$ cat config.mk
export PLATFORM = sky130hd
export DESIGN_NAME = rider_gate_sm
export DESIGN_NICKNAME = d
export VERILOG_FILES = /design/src/rtl/rider_gate_sm.sv
export SDC_FILE = /design/constraint.sdc
export NUM_CORES = 1
export LEC_CHECK = 0
export ABC_AREA = 1
export CAP_MARGIN = 20
export CORE_UTILIZATION = 47
export DETAILED_ROUTE_END_ITERATION = 6
export PLACE_DENSITY = 0.78
export SLEW_MARGIN = 10
export SYNTH_ARGS = -nofsm -noshare
export SYNTH_HDL_FRONTEND = slang
export SYNTH_SLANG_ARGS = --single-unit
$ cat constraint.sdc
create_clock -name clk -period 12.31 [get_ports clk]
set_input_delay 3.693 -clock clk [delete_from_list [all_inputs] [get_ports clk]]
set_output_delay 3.693 -clock clk [all_outputs]
set_load 0.02 [all_outputs]
$ cat src/rtl/rider_gate_sm.sv
// Rider-detect / steer-enable controller between the load-cell A2D and balance_cntrl.
// Qualifies samples, settles the rider before steering, and debounces step-off to a single rider_off pulse.
module rider_gate_sm #(
    parameter int unsigned LOAD_W           = 12,
    parameter int unsigned MIN_RIDER_WEIGHT = 'h200,
    parameter int unsigned HYSTERESIS       = 'h020,
    parameter int unsigned SETTLE_CYCLES    = 65_000_000,
    parameter bit          fast_sim         = 1'b0,
    parameter int unsigned FAST_CYCLES      = 32,
    parameter int unsigned SETTLE_SHIFT     = 2,
    parameter int unsigned STEP_NUM         = 15,
    parameter int unsigned STEP_SHIFT       = 4,
    parameter int unsigned OFF_DEBOUNCE     = 4
) (
    input  logic              clk,
    input  logic              rst_n,
    input  logic              ld_vld,
    input  logic [LOAD_W-1:0] lft_load,
    input  logic [LOAD_W-1:0] rght_load,
    output logic              en_steer,
    output logic              rider_off,
    output logic [LOAD_W-1:0] load_cell_diff,
    output logic [1:0]        sm_state
);

    localparam int unsigned SUM_W  = LOAD_W + 1;
    localparam int unsigned TERM   = fast_sim ? FAST_CYCLES : SETTLE_CYCLES;
    localparam int unsigned TMR_W  = $clog2(TERM + 1);
    localparam int unsigned DB_W   = $clog2(OFF_DEBOUNCE + 1);
    localparam int unsigned NUM_W  = $clog2(STEP_NUM + 1);
    localparam int unsigned LHS_W  = LOAD_W + STEP_SHIFT;
    localparam int unsigned RHS_W  = SUM_W + NUM_W;
    localparam int unsigned PROD_W = (LHS_W > RHS_W) ? LHS_W : RHS_W;
    localparam int unsigned HI_THR = MIN_RIDER_WEIGHT + HYSTERESIS;
    localparam int unsigned LO_THR = MIN_RIDER_WEIGHT - HYSTERESIS;

    typedef enum logic [1:0] {
        IDLE  = 2'b00,
        WAIT  = 2'b01,
        STEER = 2'b10
    } state_t;

    state_t            state;
    state_t            next_state;
    logic [TMR_W-1:0]  tmr;
    logic [TMR_W-1:0]  tmr_nxt;
    logic [DB_W-1:0]   db_cnt;
    logic [DB_W-1:0]   db_nxt;

    logic [SUM_W-1:0]  sum;
    logic [LOAD_W-1:0] diff_mag;
    logic              sum_gt_min;
    logic              sum_lt_min;
    logic              diff_unsettled;
    logic              diff_stepoff;
    logic              wait_clr;
    logic              off_hit;
    logic              tmr_done;

    // Load arithmetic; every compare is sized so nothing truncates at full-scale inputs.
    always_comb begin
        sum            = SUM_W'(lft_load) + SUM_W'(rght_load);
        diff_mag       = (lft_load >= rght_load) ? (lft_load - rght_load) : (rght_load - lft_load);
        sum_gt_min     = sum > SUM_W'(HI_THR);
        sum_lt_min     = sum < SUM_W'(LO_THR);
        diff_unsettled = SUM_W'(diff_mag) > (sum >> SETTLE_SHIFT);
        diff_stepoff   = (PROD_W'(diff_mag) << STEP_SHIFT) > (PROD_W'(sum) * PROD_W'(STEP_NUM));
    end

    assign load_cell_diff = diff_mag;
    assign sm_state       = state;

    assign wait_clr = ld_vld && (diff_unsettled || sum_lt_min);
    assign off_hit  = ld_vld && sum_lt_min && (db_cnt == DB_W'(OFF_DEBOUNCE - 1));
    assign tmr_done = (tmr == TMR_W'(TERM - 1)) && !wait_clr;

    // Next-state, settle timer and step-off debounce.
    always_comb begin
        next_state = state;
        tmr_nxt    = tmr;
        db_nxt     = db_cnt;
        case (state)
            IDLE: begin
                tmr_nxt = '0;
                db_nxt  = '0;
                if (ld_vld && sum_gt_min) begin
                    next_state = WAIT;
                end
            end
            WAIT: begin
                if (ld_vld) begin
                    db_nxt = sum_lt_min ? (db_cnt + DB_W'(1)) : '0;
                end
                if (wait_clr) begin
                    tmr_nxt = '0;
                end else if (tmr != TMR_W'(TERM)) begin
                    tmr_nxt = tmr + TMR_W'(1);
                end
                if (off_hit) begin
                    next_state = IDLE;
                end else if (ld_vld && diff_unsettled) begin
                    next_state = WAIT;
                end else if (tmr_done) begin
                    next_state = STEER;
                end
            end
            STEER: begin
                // Held at zero so a step-off drop back into WAIT restarts the settle.
                tmr_nxt = '0;
                if (ld_vld) begin
                    db_nxt = sum_lt_min ? (db_cnt + DB_W'(1)) : '0;
                end
                if (off_hit) begin
                    next_state = IDLE;
                end else if (ld_vld && diff_stepoff) begin
                    next_state = WAIT;
                end
            end
            default: begin
                next_state = IDLE;
                tmr_nxt    = '0;
                db_nxt     = '0;
            end
        endcase
    end

    // State, counters and registered outputs.
    always_ff @(posedge clk) begin
        if (!rst_n) begin
            state     <= IDLE;
            tmr       <= '0;
            db_cnt    <= '0;
            en_steer  <= 1'b0;
            rider_off <= 1'b0;
        end else begin
            state     <= next_state;
            tmr       <= tmr_nxt;
            db_cnt    <= db_nxt;
            en_steer  <= (next_state == STEER);
            rider_off <= (next_state == IDLE) && ((state == WAIT) || (state == STEER));
        end
    end

endmodule
Word level (Yosys, flattened, before mapping)
Cells that the tools add are included.
{"block": "totals", "regBits": 33, "input_bits": 27, "wordCells": 49}
{"block": "classes", "addsub": 5, "n_mul": 1, "order_cmp": 5, "eq_ne": 6, "mux": 9, "n_bitwise": 2, "reduce_logical": 16}
{"cell": "adder 26 x 1 -> 26 bit, second input constant", "count": 1}
{"cell": "== test 26 bit, second input constant", "count": 1}
{"cell": "!= test 26 bit, second input constant", "count": 1}
{"cell": "subtractor 12 bit", "count": 2}
{"cell": "> comparator 16 x 17 -> 1 bit", "count": 1}
{"cell": "multiplier 13 x 4 -> 17 bit, second input constant", "count": 1}
{"cell": "adder 12 x 12 -> 13 bit", "count": 1}
{"cell": "> comparator 13 x 10 -> 1 bit, second input constant", "count": 1}
{"cell": "less-than comparator 13 x 9 -> 1 bit, second input constant", "count": 1}
{"cell": ">= comparator 12 bit", "count": 1}
{"cell": "> comparator 12 x 11 -> 1 bit", "count": 1}
{"cell": "two-way mux 12 bit", "count": 1}
{"cell": "two-way mux 2 bit", "count": 6}
{"cell": "logical AND 1 bit", "count": 8}
{"cell": "case mux 2 bit (3 select lines)", "count": 1}
{"cell": "== test 2 bit, second input constant", "count": 2}
{"cell": "zero test 2 bit", "count": 2}
{"cell": "adder 3 x 1 -> 3 bit, second input constant", "count": 1}
{"cell": "== test 3 x 2 -> 1 bit, second input constant", "count": 1}
{"cell": "two-way mux 3 bit", "count": 1}
{"cell": "OR reduction 3 bit", "count": 1}
{"cell": "== test 2 x 1 -> 1 bit, second input constant", "count": 1}
{"cell": "logical OR 1 bit", "count": 2}
{"cell": "NOT 1 bit", "count": 2}
{"cell": "other kinds (3)", "count": 3}

Logic depth before layout (Yosys ltp)
{"block": "depth", "depth_word": 13, "depth_mapped": 41}

Least setup slack after synthesis
OpenSTA, ideal clock, no wires.
{"block": "synth_path", "path_kind": "input to output", "startpoint": "in lft_load[0]", "endpoint": "out load_cell_diff[10]", "t_arrival_ns": 5.633, "required_ns": 8.617, "path_slack_ns": 2.984, "stages": 14, "path_buffers": 1, "cell_sequence": "inv_1 ha_1 inv_1 fa_1 inv_1 nor2_1 nor2_2 nand2_1 nand2_2 nand3_2 buf_6 a211oi_1 o21ai_0 xor2_1"}
{"block": "synth_between", "elab_chain_cells": 2, "elab_cells_between_ends": 4}
{"item": "start: declaration", "line_no": "18", "rtl": "input logic [LOAD_W-1:0] lft_load,"}
{"item": "subtractor 12 bit or >= comparator 12 bit (tied branches)", "line_no": "63", "rtl": "diff_mag = (lft_load >= rght_load) ? (lft_load - rght_load) : (rght_load - lft_load);"}
{"item": "two-way mux 12 bit *", "line_no": "63"}
{"item": "end: declaration", "line_no": "22", "rtl": "output logic [LOAD_W-1:0] load_cell_diff,"}
Every way passes the cells marked *; elsewhere a longest branch is shown, timed or not.

Worst setup path after layout
Ends and elaborated chain as after synthesis.

==> reports/qor.csv <==
metric,value,unit
placed cell count,1048,
crit path DAT,6950,ps
GRT met1 Usage,28.1,%
"CTS clk-pin slew, worst paths",50,ps
Fin. Hold Viols,0,
global-route wire length before repair,20900,um
met2 global-route usage,31.7,%
peak supply drop,89.0,uV
Final Wtd Congestion,0.944,
Initial Util,48.4,%
"Hold-fix buffers, CTS",0,
initial antenna violation count,0,
final cycle utilization of the critical path,86.5,%
Slew HR,60.8,%
"critical path fanouts, max",12,
area grow syn2layout,11.2,%
Worst path max stage delay,690,ps
Critical Setup Path Class,primary input to output pin,
Antenna Nets Post-Route,0,
synthesized area per cell,6.68,sq um
Setup TNS,0,ps
#FFs+latches synth,33,
Leak,0.00321,uW
port bufs,42,
total track usage,19.4,%
Critical Path Start Type,primary input,
gr busiest metal,met2,
vias,5139,
Root Buffer Master,clkbuf_16,
core area,12000,sq um
fill count,1187,
Chip Height,113,um
Final Skew,3.52,ps
overall power,1220,uW
hold_sp,db_cnt[1],
HPWL Detailed,10200,um
final core utilization,53.8,%
Pins Over Slew Limit,0,
status,finished clean,
r2r startpoint,tmr[1],
Achievable Freq,0.0940,GHz
asr flop ratio synth,0,%
WP buf/inv,5,
worst hold-check path type,flop to flop,
Crit Reg-Reg Endpoint,tmr[22],
worst hold slack,477,ps
family with the most delay on the worst path,buffers and inverters,
Clock Tree Buf Depth,2,
RSZ-0062 raised after global routing,false,
# diodes,0,
"Setup violations, final",0,
dominant synthesized flop cell,dfxtp_1,
crit path time final,10640,ps
Yosys cell types,48,
CP Cell Sequence,"clkdlybuf4s50_1, inv_1, ha_1, inv_1, fa_1, inv_1, nor2_1, nor2_2, nand2_1, nand2_2, nand3_2, a211oi_1, o21ai_0, xor2_1, clkdlybuf4s50_1",
Reg2Reg Depth,12,
Critical-path top delay cell,clkdlybuf4s50_1,
sequential share of the synthesized area,11.4,%
Via density,4.87,
leading post-synthesis cells by cell area,"ha_1 20%, nand2_1 13%, dfxtp_1 11%",
Die X-Extent,113,um
DR iter-0 viols,200,
post-synth top area cell,ha_1,
worst path required time,8620,ps
Synth Instances,870,
largest net degree at the start of global routing,27,
Synth top area share,19.6,%
CTS H-tree depth,2,
slew at the pin with the worst max-slew slack,584,ps
syn_nets,1004,
grt total ovfl,0,
Die ar.,12800,sq um
Post-synth EDFFs,0,
Multi-input gate area,4360,sq um
cell mode on critical path,inv_1,
DR WL/cell,11.2,um
IO Count,43,
fraction of layout cells with a size suffix above 1,8.58,%
Max Cap Violations,0,
CTS sink count,33,
"Cell Area, Synth",5810,sq um
CTS Buf Count,5,
Nets,1042,
worst hold path depth,2,
Sequential cell area,661,sq um
TritonCTS clock tree,yes,
Reg2Reg Setup Slack,9820,ps
Non-Filler Instances,1056,
# DRC,0,
hold path endpoint,db_cnt[1],
DR pass1 iterations,4,
Post-CTS Repair Setup Buffers,0,
Worst-Skew Late Latency,270,ps
vias in the first global route,4858,
Cell Rows,40,
number of gates resized after CTS,0,
synth warn,0,
met3 GRT Util,1.61,%
Routed WL,11900,um
CP endpoint kind,output pin,
pwr/cell area,189,nW/um^2
[cells in the mapped netlist (9+ instances only)]
library cell,number
nor2_2,9
nand2_1,206
ha_1,91
xor2_1,27
a21oi_1,45
nand3_1,35
nor3_1,21
nand4_1,18
fa_1,16
xnor2_1,19
o21ai_0,10
inv_1,169
a21oi_2,11
nor2_1,66
dfxtp_1,33
nand2_2,12
[layout make-up]
class,count,share of cell area (%)
clock buffer,5,1.94
inverter,181,10.7
multi-input combinational,645,67.5
timing repair buffer,42,6.51
tap,147,2.85
sequential,33,10.2
clock inverter,3,0.271
[routing by layer]
metal  share of wire (%)  routed length, um  vias to the layer above
li1                    -                  -                     2797
met1                  53               6350                     2262
met2                  43               5110                       69
met3                 2.4                286                       11
met4                 1.1                128                        0
met5                   0                  0                        -
[worst reg2reg max path: cells and delay by family (launching register included)]
family	cells	cell delay, ps
adders and majority gates	1	170
DFF	1	330
buffers and inverters	2	130
AOI/OAI and AO/OA	1	50
and+or+nand+nor	8	1680
[worst max path at each step]
stage / startpoint / end / slack, ps / cells after the start
2_1_floorplan: lft_load[0] / load_cell_diff[10] / 2980 / 14
3_3_place_gp: lft_load[0] / load_cell_diff[10] / 1770 / 15
3_5_place_dp: lft_load[0] / load_cell_diff[10] / 1700 / 16
4_1_cts: lft_load[0] / load_cell_diff[10] / 1700 / 16
5_1_grt: lft_load[0] / load_cell_diff[10] / 1400 / 16
6_report: lft_load[0] / load_cell_diff[10] / 1670 / 15
[cells in the final DEF (no fill, tap or decap), drive strengths merged, types with 6 or more instances in the layout]
cell type,instances
xor2,30
o21ai,10
nand4,19
nor3,21
xnor2,19
a21oi,57
nor2,77
ha,91
nand2,223
clkdlybuf4s50,42
inv,180
or2,6
fa,16
dfxtp,33
nand3,40
[kinds of logic after synthesis]
family                     after synthesis  synth area share, %
buffers and inverters                  192                 13.6
adders and majority gates              107                 25.1
and+or+nand+nor                        398                 31.4
DFF                                     33                 11.4
AOI/OAI and AO/OA                       90                 10.1
muxes                                    1                0.172
xor gates and xnor gates                49                 8.35
[power by group]
part	leakage (uW)	switching, uW	internal, uW	total, uW
registers	0.000266	0.824	108	109
logic	0.00287	571	423	993
clock network	0.0000696	44.2	74.0	118
total	0.00321	616	605	1220
[metrics by stage]
stage                     area, sq um  worst slack (ps)
after detailed placement         6320              1700
after CTS                        6460              1700
final                            6460              1670
after global routing             6460              1400
after floorplan                  5810              2980
after global placement           6320              1770
[flip-flops by register name, indices dropped and copies added (netlist names)]
name and flops:
tmr 26, db_cnt 3, sm_state 2, en_steer 1, rider_off 1
No activity file was read; power rests on OpenSTA's default activity.
